==> config.mk <==
export PLATFORM = sky130hd
export DESIGN_NAME = br_unit_mc
export DESIGN_NICKNAME = d
export VERILOG_FILES = /design/src/rtl/br_unit_mc.sv
export SDC_FILE = /design/constraint.sdc
export NUM_CORES = 1
export LEC_CHECK = 0
export BUFFER_PORTS_ARGS = -buffer_cell sky130_fd_sc_hd__clkbuf_2
export CORE_MARGIN = 3
export CORE_UTILIZATION = 40
export DETAILED_ROUTE_END_ITERATION = 8
export MAX_ROUTING_LAYER = met4
export SYNTH_ARGS = -nofsm -noshare
export SYNTH_HDL_FRONTEND = slang
export SYNTH_SLANG_ARGS = --single-unit
==> constraint.sdc <==
create_clock -name clk -period 11.55 [get_ports clk]
set_clock_uncertainty 0.15 [all_clocks]
set_input_delay 1.7325 -clock clk [delete_from_list [all_inputs] [get_ports clk]]
set_output_delay 1.7325 -clock clk [all_outputs]
set_load 0.05 [all_outputs]
==> src/rtl/br_unit_mc.sv <==
// br_unit_mc: registered, valid/ready handshaked branch resolution unit (IDLE -> EVAL -> HOLD).
// Define BR_UNIT_MC_PERF_CNT_EN to add the br_cnt/taken_cnt performance counters.
module br_unit_mc #(
  parameter int XLEN        = 32,
  parameter int LINK_OFFSET = 4,
  parameter int ALIGN_BITS  = 2
`ifdef BR_UNIT_MC_PERF_CNT_EN
  ,parameter int CNT_W      = 32
`endif
) (
  input  logic            clk,
  input  logic            rst,
  input  logic            in_valid,
  output logic            in_ready,
  input  logic [8:0]      br_type,
  input  logic [XLEN-1:0] pc,
  input  logic [XLEN-1:0] rf_rdata1,
  input  logic [XLEN-1:0] rf_rdata2,
  input  logic [XLEN-1:0] imm,
  output logic            out_valid,
  input  logic            out_ready,
  output logic            jump_en,
  output logic [XLEN-1:0] jump_target,
  output logic            link_wen,
  output logic [XLEN-1:0] link_data,
  output logic            target_misalign,
  output logic            type_err
`ifdef BR_UNIT_MC_PERF_CNT_EN
  ,output logic [CNT_W-1:0] br_cnt
  ,output logic [CNT_W-1:0] taken_cnt
`endif
);

  typedef enum logic [1:0] {S_IDLE, S_EVAL, S_HOLD} state_t;

  state_t r_state;
  state_t w_next;

  logic [8:0]      r_type;
  logic [XLEN-1:0] r_pc, r_a, r_b, r_imm;

  logic            r_jump_en, r_link_wen, r_misalign, r_type_err;
  logic [XLEN-1:0] r_target, r_link_data;

  logic            w_onehot, w_cond, w_taken, w_is_link, w_misalign;
  logic [XLEN-1:0] w_target, w_align_mask;

  always_ff @(posedge clk) begin
    if (rst) r_state <= S_IDLE;
    else     r_state <= w_next;
  end

  always_comb begin
    w_next = r_state;
    case (r_state)
      S_IDLE:  if (in_valid) w_next = S_EVAL;
      S_EVAL:  w_next = S_HOLD;
      S_HOLD:  if (out_ready) w_next = S_IDLE;
      default: w_next = S_IDLE;
    endcase
  end

  // Handshake flags are gated by rst so nothing is offered or accepted while in reset.
  assign in_ready  = (r_state == S_IDLE) && !rst;
  assign out_valid = (r_state == S_HOLD) && !rst;

  always_ff @(posedge clk) begin
    if (rst) begin
      r_type <= '0;
      r_pc   <= '0;
      r_a    <= '0;
      r_b    <= '0;
      r_imm  <= '0;
    end else if (r_state == S_IDLE && in_valid) begin
      r_type <= br_type;
      r_pc   <= pc;
      r_a    <= rf_rdata1;
      r_b    <= rf_rdata2;
      r_imm  <= imm;
    end
  end

  assign w_onehot     = (r_type != 9'd0) && ((r_type & (r_type - 9'd1)) == 9'd0);
  assign w_is_link    = w_onehot && (r_type[7] || r_type[8]);
  assign w_align_mask = (XLEN'(1) << ALIGN_BITS) - XLEN'(1);
  assign w_target     = (r_type[8] ? r_a : r_pc) + r_imm;

  always_comb begin
    w_cond = 1'b0;
    case (r_type)
      9'b000000001: w_cond = (r_a == r_b);
      9'b000000010: w_cond = (r_a != r_b);
      9'b000000100: w_cond = ($signed(r_a) <  $signed(r_b));
      9'b000001000: w_cond = ($signed(r_a) >= $signed(r_b));
      9'b000010000: w_cond = (r_a <  r_b);
      9'b000100000: w_cond = (r_a >= r_b);
      9'b001000000,
      9'b010000000,
      9'b100000000: w_cond = 1'b1;
      default:      w_cond = 1'b0;
    endcase
  end

  assign w_taken    = w_cond;
  assign w_misalign = w_taken && ((w_target & w_align_mask) != '0);

  // Results are computed only in EVAL and then held, so HOLD outputs stay stable under backpressure.
  always_ff @(posedge clk) begin
    if (rst) begin
      r_jump_en   <= 1'b0;
      r_target    <= '0;
      r_link_wen  <= 1'b0;
      r_link_data <= '0;
      r_misalign  <= 1'b0;
      r_type_err  <= 1'b0;
    end else if (r_state == S_EVAL) begin
      r_jump_en   <= w_taken && !w_misalign;
      r_target    <= (w_taken && !w_misalign) ? w_target : '0;
      r_link_wen  <= w_is_link && !w_misalign;
      r_link_data <= (w_is_link && !w_misalign) ? (r_pc + XLEN'(LINK_OFFSET)) : '0;
      r_misalign  <= w_misalign;
      r_type_err  <= !w_onehot;
    end
  end

  assign jump_en         = r_jump_en;
  assign jump_target     = r_target;
  assign link_wen        = r_link_wen;
  assign link_data       = r_link_data;
  assign target_misalign = r_misalign;
  assign type_err        = r_type_err;

`ifdef BR_UNIT_MC_PERF_CNT_EN
  logic [CNT_W-1:0] r_br_cnt, r_taken_cnt;

  always_ff @(posedge clk) begin
    if (rst) begin
      r_br_cnt    <= '0;
      r_taken_cnt <= '0;
    end else if (out_valid && out_ready) begin
      r_br_cnt <= r_br_cnt + CNT_W'(1);
      if (r_jump_en) r_taken_cnt <= r_taken_cnt + CNT_W'(1);
    end
  end

  assign br_cnt    = r_br_cnt;
  assign taken_cnt = r_taken_cnt;
`endif

endmodule
# == Word level (Yosys, flattened, before mapping) ==
# Index checks and enable logic that the tools add are counted.
# Widths: inputs -> output; s select.
# word_totals
elab_cells,60
register_bits,207
output_inout_bits,70
# classes
eq_ne,15
magnitude_cmp,4
bitwise,1
mux,7
n_reduce_logical,18
add_sub_neg,3
# ops
cell,n
$mux 32,3
$ge 32x32->1,2
$lt 32x32->1,2
$add 32x3->32 const B,1
$add 32x32->32,1
$eq 32x32->1,1
$ne 32x32->1,1
$reduce_bool 32->1,1
$and 9x9->9,1
$eq 9x1->1 const B,1
$eq 9x2->1 const B,1
$eq 9x3->1 const B,1
$eq 9x4->1 const B,1
$eq 9x5->1 const B,1
$eq 9x6->1 const B,1
$eq 9x7->1 const B,1
$eq 9x8->1 const B,1
$eq 9x9->1 const B,1
$logic_not 9->1,1
$reduce_bool 9->1,1
$sub 9x1->9 const B,1
$logic_and 1x1->1,8
$pmux 1 s7,1
$pmux 2 s3,1
other kinds (9),13

# == Longest topological paths before layout ==
# depth
word_depth,7
depth_mapped,17
ltp_nobuf,14

# == Worst setup path after synthesis ==
# Ideal clock, no wire load.
# synth_path
path_kind,input to output
startpoint,input port rst
endpoint,output port out_valid
setup_slack_ps,6391
required_time_ps,9668
arrival_ps,3276
n_path_buf,2
cell_stages,3
path_cell_list,clkbuf_1 clkbuf_1 nor3b_1
# synth_via
elab_chain_len,2
# synth_rtl
item,line_no,source
start: declaration,12,"input logic rst,"
$logic_not 1->1,65,assign out_valid = (r_state == S_HOLD) && !rst;
$logic_and 1x1->1,65,
end: declaration,20,"output logic out_valid,"
# Every way passes these cells.

# == Final worst setup path ==
# layout_path
startpoint,input port rst
endpoint,output port in_ready
# layout_via
elab_chain_len,2
# layout_rtl
item,line_no,source
$logic_not 1->1,64,assign in_ready = (r_state == S_IDLE) && !rst;
$logic_and 1x1->1,64,
end: declaration,14,"output logic in_ready,"
# Every way passes these cells.

==> results.cfg <==
[global_route]
grt_usage = 0.216
antenna_found_initial = 1
grt_pass1_wl_um = 48200
grt_pass1_vias = 9162
grt_max_degree = 104
overflow = 0

[route]
firstDrtPassIters = 5
drc = 0
ant_nets = 0
vias_per_cell = 5.19
wirelength_um = 30600
first_iter_violations = 609
routed-via-count = 9579
avgRoutedWirePerCell_um = 16.6

[power]
peakVddDrop_mv = 0.0839
report.power.total_mw = 1.76
pwr_density_cell_mw_per_mm2 = 143
p_leak_nw = 5.33

[setup_path]
worstSetupPathType = input port to primary output
max_stage_delay_ns = 0.55
worst_path_max_delay_cell = buf_4
critPathCaptureType = primary output
crit_required_ns = 9.67
critical_path.top_delay_family = buffers and inverters
path_cells = buf_4 -> nor3_1 -> clkbuf_2
crit_path_start_kind = input port
cp.buffers_inverters = 2
arrival_ns = 2.69
critPathMaxFanout = 61
r2r_slack_ns = 7.21

[clock_network]
ctsResizeCount = 0
cts_setup_buffers = 0
clkLatencyLatePin_ns = 0.51
cts_tree = done
cts-root-buf = clkbuf_16
clock-sinks = 207
cts_hold_buf = 0
clk_pin_slew_ns = 0.06
clock_path_buffers = 3
cts_buffers = 23
htree_levels = 1

[final_layout]
syn_to_final_growth_pct = 18.6
mostFrequentLayoutCells = nand2_1, clkbuf_2, dfxtp_1
final_area_mm2 = 0.0123
nFillCells = 2602
final_common_cell = nand2_1
nets = 1709
fin_cells = 1847
drive_above_1_share = 0.196
fin_util = 0.486

[timing]
finalSetupViolations = 0
setup_ws_ns = 6.98
finalCritPeriodShare = 0.396
worst_pin_slew_ns = 1.03
relSlewSlack = 0.314
finalHoldViolations = 0
rsz0062_at_grt = false
timing.hold.ws_ns = 0.298
fmax_mhz = 219
drv_slew = 0
setup_tns_ns = 0
final.min_clock_period_ns = 4.57

[hold_path]
hp-class = flip-flop to flip-flop

[placed_design]
io_buffers = 210
place_inst = 1808
place_congestion = 0.883
placed_area_mm2 = 0.0116
place_ws_ns = 6.96
place_hpwl_um = 22600

[die]
die_x_um = 167
core_mm2 = 0.0254
die_h_um = 167
initial_utilization = 0.410
rows = 58
pin_count = 211
die_area_mm2 = 0.0280

[synthesis]
synthesis.area_mm2 = 0.0104
synth_cells = 1333
synth_edf_count = 0
synth_nets = 1539
ys_warn_count = 0
synth_top_flop_cell = dfxtp_1
synth_area_per_cell_um2 = 7.81
ys_types = 64
ys_ff_latch = 207
async_flop_share = 0
synth_seq_area_share = 0.398

[status]
status = finished, final reports clean

[flow_run]
cap_violations = 0
==> cell families after synthesis <==
family                   Yosys count  share of synthesized area
AND/OR/NAND/NOR                  517                      0.214
AO/OA/AOI/OAI                    343                      0.186
adder cells (fa/ha/maj)           65                     0.0788
XOR/XNOR                          56                     0.0471
multiplexers                      28                     0.0302
flip-flops                       207                      0.398
buffers and inverters            117                     0.0460
==> worst paths after layout <==
check | cells past startpoint | end | from
max | 3 | in_ready | rst
min | 2 | jump_target[14]$_SDFFE_PP0N_ | jump_target[14]$_SDFFE_PP0N_
max reg2reg | 12 | jump_target[30]$_SDFFE_PP0N_ | r_type[8]$_SDFFE_PP0P_
min reg2reg | 2 | jump_target[14]$_SDFFE_PP0N_ | jump_target[14]$_SDFFE_PP0N_
==> cell type report <==
type / instances / area, um2 / share of cell area
Multi-Input combinational cell: 1009 / 5810 / 0.470
Sequential cell: 207 / 4150 / 0.336
Timing Repair Buffer: 215 / 1090 / 0.0884
Clock buffer: 32 / 649 / 0.0526
Tap cell: 330 / 413 / 0.0334
Inverter: 47 / 176 / 0.0143
Clock inverter: 6 / 62.6 / 0.00507
Antenna cell: 1 / 2.50 / 0.000203
==> layer usage <==
layer | routed length (um) | GRT usage | vias up
met3 | 1370 | 0.0175 | 42
met1 | 14800 | 0.300 | 4413
li1 | - | - | 4873
met5 | 0 | - | -
met4 | 724 | 0.0452 | 0
met2 | 13800 | 0.348 | 251
==> synthesized netlist by cell type (13+ instances only) <==
master    number  area (um2)
a21o_1        16         120
a21oi_1      187         936
and3_1        13        81.3
clkbuf_1      55         206
dfxtp_1      207        4140
ha_1          64         801
inv_1         47         176
mux2_2        27         304
nand2_1      381        1430
nand3_1       23         115
nand4_1       16         100
nor2_1        32         120
o21ai_0       87         435
xnor2_1       25         219
xor2_1        31         272
==> report_power, final <==
group | internal [mW] | total (mW) | switching (mW)
registers | 0.748 | 0.785 | 0.0366
clock network | 0.413 | 0.703 | 0.290
logic | 0.107 | 0.275 | 0.169
==> flip-flops by register name, indices dropped and copies added, names as in the netlist <==
signal and flops:
jump_en 1, jump_target 32, link_data 32, link_wen 1, r_a 32, r_b 32, r_imm 32, r_pc 32
r_state 2, r_type 9, target_misalign 1, type_err 1
==> worst min-delay path: stages, from the launching register on <==
cell	delay [ns]
dfxtp_1	0.32
nand2_1	0.04
o21ai_0	0.05
Power figures use the tool's default switching activity.
